<file path="config.mk">
export PLATFORM = sky130hd
export DESIGN_NAME = bf_loop_controller
export DESIGN_NICKNAME = d
export VERILOG_FILES = /design/src/rtl/bf_pkg.sv /design/src/rtl/bf_return_stack.sv /design/src/rtl/bf_loop_controller.sv
export SDC_FILE = /design/constraint.sdc
export NUM_CORES = 1
export LEC_CHECK = 0
export BUFFER_PORTS_ARGS = -buffer_cell sky130_fd_sc_hd__buf_2
export CAP_MARGIN = 0
export CORE_MARGIN = 2
export CORE_UTILIZATION = 42
export DETAILED_ROUTE_END_ITERATION = 7
export PLACE_DENSITY = 0.56
export REMOVE_ABC_BUFFERS = 1
export SYNTH_ARGS = -nofsm -noshare
export SYNTH_HDL_FRONTEND = slang
export SYNTH_SLANG_ARGS = --single-unit
</file>
<file path="constraint.sdc">
create_clock -name clk -period 7.2 [get_ports clk]
set_input_delay 1.44 -clock clk [delete_from_list [all_inputs] [get_ports clk]]
set_output_delay 1.44 -clock clk [all_outputs]
set_load 0.005 [all_outputs]
</file>
<file path="src/rtl/bf_pkg.sv">
// rtl/bf_pkg.sv - shared opcodes and loop-controller state type for the brainfuck core
package bf_pkg;

    localparam logic [7:0] OP_INC   = 8'h2B;
    localparam logic [7:0] OP_DEC   = 8'h2D;
    localparam logic [7:0] OP_RIGHT = 8'h3E;
    localparam logic [7:0] OP_LEFT  = 8'h3C;
    localparam logic [7:0] OP_OPEN  = 8'h5B;
    localparam logic [7:0] OP_CLOSE = 8'h5D;

    typedef enum logic [2:0] {
        IDLE,
        DECIDE,
        SCAN_ADDR,
        SCAN_CHK,
        HALT
    } loop_state_t;

    function automatic logic is_loop_op(input logic [7:0] op);
        return (op == OP_OPEN) || (op == OP_CLOSE);
    endfunction

endpackage

</file>
<file path="src/rtl/bf_return_stack.sv">
// rtl/bf_return_stack.sv - LIFO of return addresses for open loops
module bf_return_stack #(
    parameter int WIDTH = 9,
    parameter int DEPTH = 8
) (
    input  logic             clk,
    input  logic             i_rst_n,
    input  logic             i_push,
    input  logic             i_pop,
    input  logic [WIDTH-1:0] i_din,
    output logic [WIDTH-1:0] o_top,
    output logic             o_full,
    output logic             o_empty
);

    localparam int PW = (DEPTH > 1) ? $clog2(DEPTH) : 1;
    localparam logic [PW:0] FULL_CNT = (PW + 1)'(DEPTH);

    logic [WIDTH-1:0] r_mem [DEPTH];
    logic [PW:0]      r_count;
    logic [PW-1:0]    w_wr_idx;
    logic [PW-1:0]    w_top_idx;
    logic             w_do_push;
    logic             w_do_pop;

    assign w_wr_idx  = r_count[PW-1:0];
    assign w_top_idx = w_wr_idx - 1'b1;
    assign o_full    = (r_count == FULL_CNT);
    assign o_empty   = (r_count == '0);
    assign o_top     = r_mem[w_top_idx];
    assign w_do_push = i_push && !o_full;
    assign w_do_pop  = i_pop && !o_empty;

    always_ff @(posedge clk or negedge i_rst_n) begin
        if (!i_rst_n) begin
            r_count <= '0;
        end else if (w_do_push) begin
            r_count <= r_count + 1'b1;
        end else if (w_do_pop) begin
            r_count <= r_count - 1'b1;
        end
    end

    // Contents need no reset: the count alone defines which slots are live.
    always_ff @(posedge clk) begin
        if (w_do_push) begin
            r_mem[w_wr_idx] <= i_din;
        end
    end

endmodule

</file>
<file path="src/rtl/bf_loop_controller.sv">
// rtl/bf_loop_controller.sv - executes '[' and ']' by redirecting the core pc and scanning code RAM
module bf_loop_controller
    import bf_pkg::*;
#(
    parameter int addrSize   = 9,
    parameter int stackDepth = 8
) (
    input  logic                clk,
    input  logic                reset,
    input  logic [7:0]          data_code,
    input  logic [addrSize-1:0] pc,
    input  logic                cell_zero,
    output logic                hold,
    output logic                code_sel,
    output logic [addrSize-1:0] scan_addr,
    output logic                pc_load,
    output logic [addrSize-1:0] pc_value,
    output logic                err_overflow,
    output logic                err_underflow,
    output logic                err_unmatched
);

    localparam logic [addrSize-1:0] ONE = addrSize'(1);

    loop_state_t         r_state;
    logic                r_is_close;
    logic [addrSize-1:0] r_depth;
    logic                r_hold;
    logic                r_code_sel;
    logic [addrSize-1:0] r_scan_addr;
    logic                r_pc_load;
    logic [addrSize-1:0] r_pc_value;
    logic                r_err_overflow;
    logic                r_err_underflow;
    logic                r_err_unmatched;

    logic [addrSize-1:0] w_top;
    logic                w_full;
    logic                w_empty;
    logic                w_push;
    logic                w_pop;

    assign w_push = (r_state == DECIDE) && !r_is_close && !cell_zero && !w_full;
    assign w_pop  = (r_state == DECIDE) && r_is_close && cell_zero && !w_empty;

    bf_return_stack #(
        .WIDTH (addrSize),
        .DEPTH (stackDepth)
    ) u_stack (
        .clk     (clk),
        .i_rst_n (reset),
        .i_push  (w_push),
        .i_pop   (w_pop),
        .i_din   (pc),
        .o_top   (w_top),
        .o_full  (w_full),
        .o_empty (w_empty)
    );

    always_ff @(posedge clk or negedge reset) begin
        if (!reset) begin
            r_state         <= IDLE;
            r_is_close      <= 1'b0;
            r_depth         <= '0;
            r_hold          <= 1'b0;
            r_code_sel      <= 1'b0;
            r_scan_addr     <= '0;
            r_pc_load       <= 1'b0;
            r_pc_value      <= '0;
            r_err_overflow  <= 1'b0;
            r_err_underflow <= 1'b0;
            r_err_unmatched <= 1'b0;
        end else begin
            r_pc_load <= 1'b0;
            case (r_state)
                IDLE: begin
                    // hold is still high only in the pc_load cycle; data_code is stale then.
                    if (r_hold) begin
                        r_hold <= 1'b0;
                    end else if (is_loop_op(data_code)) begin
                        r_hold     <= 1'b1;
                        r_is_close <= (data_code == OP_CLOSE);
                        r_state    <= DECIDE;
                    end
                end
                DECIDE: begin
                    if (!r_is_close) begin
                        if (cell_zero) begin
                            r_depth     <= ONE;
                            r_scan_addr <= pc + ONE;
                            r_code_sel  <= 1'b1;
                            r_state     <= SCAN_ADDR;
                        end else if (w_full) begin
                            r_err_overflow <= 1'b1;
                            r_state        <= HALT;
                        end else begin
                            r_pc_value <= pc + ONE;
                            r_pc_load  <= 1'b1;
                            r_state    <= IDLE;
                        end
                    end else if (w_empty) begin
                        r_err_underflow <= 1'b1;
                        r_state         <= HALT;
                    end else begin
                        r_pc_value <= cell_zero ? (pc + ONE) : (w_top + ONE);
                        r_pc_load  <= 1'b1;
                        r_state    <= IDLE;
                    end
                end
                SCAN_ADDR: begin
                    r_state <= SCAN_CHK;
                end
                SCAN_CHK: begin
                    if ((data_code == OP_CLOSE) && (r_depth == ONE)) begin
                        r_pc_value <= r_scan_addr + ONE;
                        r_pc_load  <= 1'b1;
                        r_code_sel <= 1'b0;
                        r_state    <= IDLE;
                    end else begin
                        if (data_code == OP_OPEN) begin
                            r_depth <= r_depth + ONE;
                        end else if (data_code == OP_CLOSE) begin
                            r_depth <= r_depth - ONE;
                        end
                        if (r_scan_addr == '1) begin
                            r_err_unmatched <= 1'b1;
                            r_code_sel      <= 1'b0;
                            r_state         <= HALT;
                        end else begin
                            r_scan_addr <= r_scan_addr + ONE;
                            r_state     <= SCAN_ADDR;
                        end
                    end
                end
                HALT: begin
                    r_hold <= 1'b1;
                end
                default: begin
                    r_state <= HALT;
                end
            endcase
        end
    end

    assign hold          = r_hold;
    assign code_sel      = r_code_sel;
    assign scan_addr     = r_scan_addr;
    assign pc_load       = r_pc_load;
    assign pc_value      = r_pc_value;
    assign err_overflow  = r_err_overflow;
    assign err_underflow = r_err_underflow;
    assign err_unmatched = r_err_unmatched;

endmodule

</file>
### After elaboration in Yosys (flattened, before gate mapping)

Memory sizes are Yosys's and may differ from the RTL's.
Index checks and enable logic that the tools add are counted.

* $add $sub $neg: 8
* equal/unequal tests: 21
* mux-type cells: 45
* bitwise logic cells: 5
* reduce and logical (&&, ||, !) cells: 28

Operators by type and width (count)
* $mux W9: 15
* $pmux W9 S2: 3
* $add A9 B1 Y9 const B: 4
* $mux W3: 8
* $eq A8 B7 Y1 const B: 2
* $ne A3 B3 Y1 const B: 5
* $pmux W3 S5: 1
* $reduce_and A5 Y1: 3
* $ne A2 B2 Y1 const B: 7
* $mux W1: 13
* $reduce_and A3 Y1: 4
* $eq A9 B1 Y1 const B: 1
* $eq A9 B9 Y1 const B: 1
* $logic_and A1 B1 Y1: 9
* $sub A9 B1 Y9 const B: 1
* $mux W4: 2
* $reduce_and A4 Y1: 2
* $eq A3 B2 Y1 const B: 2
* $pmux W1 S2: 3
* $reduce_bool A2 Y1: 3
* $not A1 Y1: 5
* $add A4 B1 Y4 const B: 1
* $eq A4 B4 Y1 const B: 1
* $logic_not A1 Y1: 4
* other kinds (7): 7

* register bits: 41
* bits in writable memories: 72
* output and inout port bits: 24
* logic and storage cells: 120
* memories kept: 1

Memory list
* u_stack.r_mem: words 8, bits a word 9, rd ports 1, clocked after Yosys merged registers in 0, write ports 1, RTL line bf_return_stack.sv:19 `logic [WIDTH-1:0] r_mem [DEPTH];`

### Longest topological paths before layout

* word-level depth: 7
* gate-level depth with buffers: 15
* depth with buffers taken out: 11

### Modules after synthesis

Synthesis repeated with hierarchy kept, for this count alone.

* cells, all modules: 444
* area total of the unflattened synthesis: 5733.0 µm²

By module, submodules not included
* bf_return_stack: times used 1, cells an instance 154, area an instance 3149.3 µm², seq. area each 2262.2 µm²
* bf_loop_controller: times used 1, cells an instance 290, area an instance 2583.7 µm², seq. area each 925.9 µm²

### Worst setup path before layout

OpenSTA, ideal clock, no wires.

* kind: input to register
* from: input cell_zero
* to: memory u_stack.r_mem[0][0], enable pin
* library setup time: 0.387 ns
* data arrival time: 2.854 ns
* slack: 3.960 ns
* cell stages on the path: 4
* buffers on the path: 0
* cell sequence: nor3_1 nand2_1 or2_2 nor3_1

* cells in the longest elaborated chain, start to end: 6

RTL lines
* start: declaration: RTL line bf_loop_controller.sv:12 `input logic cell_zero,`
* $logic_not A1 Y1: RTL line bf_loop_controller.sv:43 `assign w_push = (r_state == DECIDE) && !r_is_close && !cell_zero && !w_full;`
* $logic_and A1 B1 Y1 (2 in series): RTL line bf_loop_controller.sv:43
* $logic_and A1 B1 Y1: RTL line bf_return_stack.sv:31 `assign w_do_push = i_push && !o_full;`
* $mux W1: RTL line bf_return_stack.sv:46 `if (w_do_push) begin`
* $mux W1 (implied by the code): RTL line bf_return_stack.sv:47 `r_mem[w_wr_idx] <= i_din;`
* end: declaration: RTL line bf_return_stack.sv:19

No other way between the ends.

### Worst setup path in the final report

* from: register u_stack.r_count[0]
* to: register r_pc_value[4], in the netlist pc_value[4]

* cells in the longest elaborated chain, start to end: 7
* elaborated cells on any way between the ends: 12

RTL lines
* start: declaration: RTL line bf_return_stack.sv:20 `logic [PW:0] r_count;`
* start signal: assignment: RTL line bf_return_stack.sv:38 `r_count <= r_count + 1'b1;`
* start signal: assignment: RTL line bf_return_stack.sv:40 `r_count <= r_count - 1'b1;`
* $sub A3 B1 Y3: RTL line bf_return_stack.sv:27 `assign w_top_idx = w_wr_idx - 1'b1;`
* net u_stack.w_top_idx[0]: RTL line bf_return_stack.sv:22 `logic [PW-1:0] w_top_idx;`
* $mem_v2 Z8 W9
* $add A9 B1 Y9: RTL line bf_loop_controller.sv:105 `r_pc_value <= cell_zero ? (pc + ONE) : (w_top + ONE);`
* $mux W9: RTL line bf_loop_controller.sv:105
* $mux W9: RTL line bf_loop_controller.sv:101 `end else if (w_empty) begin`
* $mux W9: RTL line bf_loop_controller.sv:87 `if (!r_is_close) begin`
* $pmux W9 S2: RTL line bf_loop_controller.sv:75 `case (r_state)`
* end signal: assignment: RTL line bf_loop_controller.sv:97 `r_pc_value <= pc + ONE;`
* end signal: assignment: RTL line bf_loop_controller.sv:105
* end signal: assignment: RTL line bf_loop_controller.sv:115 `r_pc_value <= r_scan_addr + ONE;`
* end: declaration: RTL line bf_loop_controller.sv:32 `logic [addrSize-1:0] r_pc_value;`

The timed path passes the listed nets, and every way through them passes these cells. The select of a mux whose other input is x is not followed.
A chain may end at the register's enable or synchronous reset.

==> results.yml <==
global_route:
  grt_use_met2: 0.293
  grt_max_degree: 42
  antenna_found_initial: 0
  grt_pass1_vias: 3725
  grtUsageTotal: 0.183
  grt_use_met1: 0.235
  grt_use_met3: 0.0538
  overflow: 0
  grt_first_pass_wirelength_mm: 19.7
  top_usage_layer: "met2"
layout:
  multi_input_area_um2: 2340
  nFillCells: 1186
  ff_latch_area_um2: 3190
  area_growth_pct: 15.9
  layout-drive-gt1-share: 0.189
  nets: 527
  n_antenna_cell: 0
clocking:
  clkLatencyLatePin_ns: 0.42
  clk_path_buf_depth: 2
  clockRootBuffer: "clkbuf_16"
  ctsResizeCount: 0
  cts_sinks: 113
  cts.clk_slew.worst_paths_ns: 0.06
  cts_max_level: 4
  hold_buffers: 0
  tritoncts: "yes"
  cts_buffers: 17
  postCtsSetupBuffers: 0
floorplan:
  die_area_um2: 14500
  die_height_um: 120
  start_util: 0.430
  die_w_um: 120
  core-area_um2: 13200
  rows: 42
  pin_count: 44
setup_path:
  endpoint_kind: "flip-flop"
  max_stage_delay_ns: 0.83
  crit_path_start_kind: "flip-flop"
  path_cells: "buf_4, inv_1, ha_1, mux4_1, nand2_1, nand2_1, ha_1, nand4_1, nand2_1, xor2_1, a221o_1, o21ai_2"
  crit_type: "flip-flop to flip-flop"
  cp_num_buf_inv: 2
  worst-path-max-fanout: 26
  cpMostUsedCell: "nand2_1"
  arrival_ns: 3.77
  cp.required_ns: 7.54
  critPathTopFamily: "adder cells"
  worst_path_max_delay_cell: "ha_1"
power_and_ir_drop:
  peakVddDrop_uv: 230
  p_leak_nw: 2.57
  power.density_nw_per_um2: 401
  p_total_w: 0.00264
sta:
  tns_ns: 0
  fmax_mhz: 291
  maxSlewHeadroom: 0.154
  finalHoldViolCount: 0
  setup_viol: 0
  tightest_slew_ns: 1.26
  rsz0062_at_grt: "no"
  finalCritPeriodShare: 0.477
  finClkSkew_ns: 0.0115
  maxSlewViolCount: 0
  min_period_ns: 3.43
drt:
  num_vias: 3752
  postRouteAntennaNets: 0
  routed_wl_mm: 12.3
  drc_errors: 0
  firstDrtPassIters: 4
  post_drt_wl_per_cell_um: 18.0
  drt_iter0_markers: 371
  vias_per_cell: 5.48
logic_synthesis:
  async_reset_ff_frac: 0.363
  syn-cell-area_um2: 5690
  synth-compound-area-share: 0.0976
  synth_mux_area_frac: 0.104
  synthXorXnorAreaFrac: 0.0475
  yosys.area_share.adder: 0.0255
  synth-simple-area-share: 0.135
  ys.flop_type: "edfxtp_1"
  synth_area_per_cell_um2: 12.6
  synthCells: 453
  synth_top_family_by_area: "simple AND/OR/NAND/NOR gates"
  ys_warn_count: 0
  synth-seq-cells: 113
  synth_edf_count: 72
  yosysSeqAreaShare: 0.560
  synth.distinct_cells: 66
min_path:
  hold_path.class: "flip-flop to flip-flop"
place:
  gp_congestion: 0.816
  hpwl_mm: 8.48
  portBuffers: 43
status:
  outcome: "complete, no violations"
job:
  drv_cap: 0
-- stage by stage --
step / cell area [µm²] / setup slack, ns / hold WS [ns] / std cells / util
finish: 6600 / 3.77 / 0.465 / 685 / 0.498
global route: 6600 / 3.52 / 0.477 / 685 / 0.498
CTS: 6600 / 3.75 / 0.471 / 685 / 0.498
detailed placement: 6010 / 3.42 / 0.459 / 653 / 0.454
global placement: 6010 / 3.46 / 0.450 / 653 / 0.454
floorplan: 5560 / 3.96 / 0.451 / 433 / -
-- synthesized netlist by cell type (all sizes together), types with 12 or more instances --
cell     n  area share
a21oi   22       0.021
nand3   15       0.013
inv     12      0.0079
nor2    36       0.024
mux4    18       0.080
nand2   43       0.028
xor2    14       0.023
xnor2   16       0.025
dfrtp   41        0.18
mux2i   12       0.022
nor3    12       0.013
edfxtp  72        0.38
buf     13       0.018
o21ai   32       0.029
-- worst register-to-register path: cells and delay by family (launching register included) --
family | cells | cell delay, ns
AO/OA/AOI/OAI | 2 | 0.41
XOR/XNOR | 1 | 0.19
adder cells (fa/ha/maj) | 2 | 1.06
buffers and inverters | 2 | 0.49
flip-flops | 1 | 0.32
multiplexers | 1 | 0.45
AND/OR/NAND/NOR | 4 | 0.43
-- layout make-up --
| class | instances | share of cell area |
|---|---|---|
| Timing Repair Buffer | 44 | 0.0338 |
| Multi-Input combinational cell | 308 | 0.354 |
| Clock buffer | 17 | 0.0645 |
| Inverter | 12 | 0.00683 |
| Sequential cell | 113 | 0.483 |
| Clock inverter | 15 | 0.0243 |
| Tap cell | 176 | 0.0334 |
-- routing by layer --
layer / wire, µm / vias up / part of all wire
li1: - / 1802 / -
met2: 5980 / 102 / 0.49
met4: 137 / 0 / 0.011
met1: 5480 / 1836 / 0.45
met5: 0 / - / 0
met3: 706 / 12 / 0.057
-- worst paths after layout --
path                       cells past startpoint                   endpoint  slack, ns                            from
min in group asynchronous                      1     r_depth[7]$_DFFE_PN0P_       1.17                           reset
max reg2reg                                   12    pc_value[4]$_DFFE_PN0P_       3.77  u_stack.r_count[0]$_DFFE_PN0P_
min reg2reg                                    1  err_underflow$_DFFE_PN0P_       0.47       err_underflow$_DFFE_PN0P_
max                                           12    pc_value[4]$_DFFE_PN0P_       3.77  u_stack.r_count[0]$_DFFE_PN0P_
min                                            1  err_underflow$_DFFE_PN0P_       0.47       err_underflow$_DFFE_PN0P_
max in group asynchronous                      1    pc_value[3]$_DFFE_PN0P_       5.46                           reset
-- registers in the layout, indices dropped and copies added, names as in the netlist, 3 cells and up --
register and cells:
u_stack.r_mem 72, u_stack.r_count 4, scan_addr 9, pc_value 9
r_state 3, r_depth 9
-- cells in the final DEF (no fill, tap or decap), drive strengths merged, types with 3 or more instances in the layout --
cell type / count
and3: 10
nand4: 5
nor2: 36
edfxtp: 72
clkinv: 6
mux2i: 12
clkbuf: 17
nand3: 15
a21oi: 22
inv: 16
xnor2: 16
xor2: 14
nor3: 12
dfrtp: 41
o21ai: 32
nor4: 4
mux4: 18
a21o: 4
clkinvlp: 3
ha: 10
nand2b: 4
or2: 3
o22ai: 6
a22oi: 3
buf: 44
or4: 4
nand2: 43
-- logic make-up (layout without fill, tap and decap cells) --
| logic type | Yosys count | in the layout |
|---|---|---|
| XOR/XNOR | 30 | 30 |
| buffers and inverters | 32 | 88 |
| AND/OR/NAND/NOR | 149 | 149 |
| adder cells (fa/ha/maj) | 11 | 11 |
| multiplexers | 31 | 31 |
| flip-flops | 113 | 113 |
| AO/OA/AOI/OAI | 87 | 87 |
-- power by group --
| group | switching, W | leakage (nW) | internal [W] | total, W |
|---|---|---|---|---|
| Clock | 0.000312 | 0.280 | 0.000512 | 0.000824 |
| Sequential | 0.000108 | 1.15 | 0.000783 | 0.000891 |
| Combinational | 0.000504 | 1.14 | 0.000424 | 0.000928 |
Note: power is estimated with default switching activity, not from simulation.
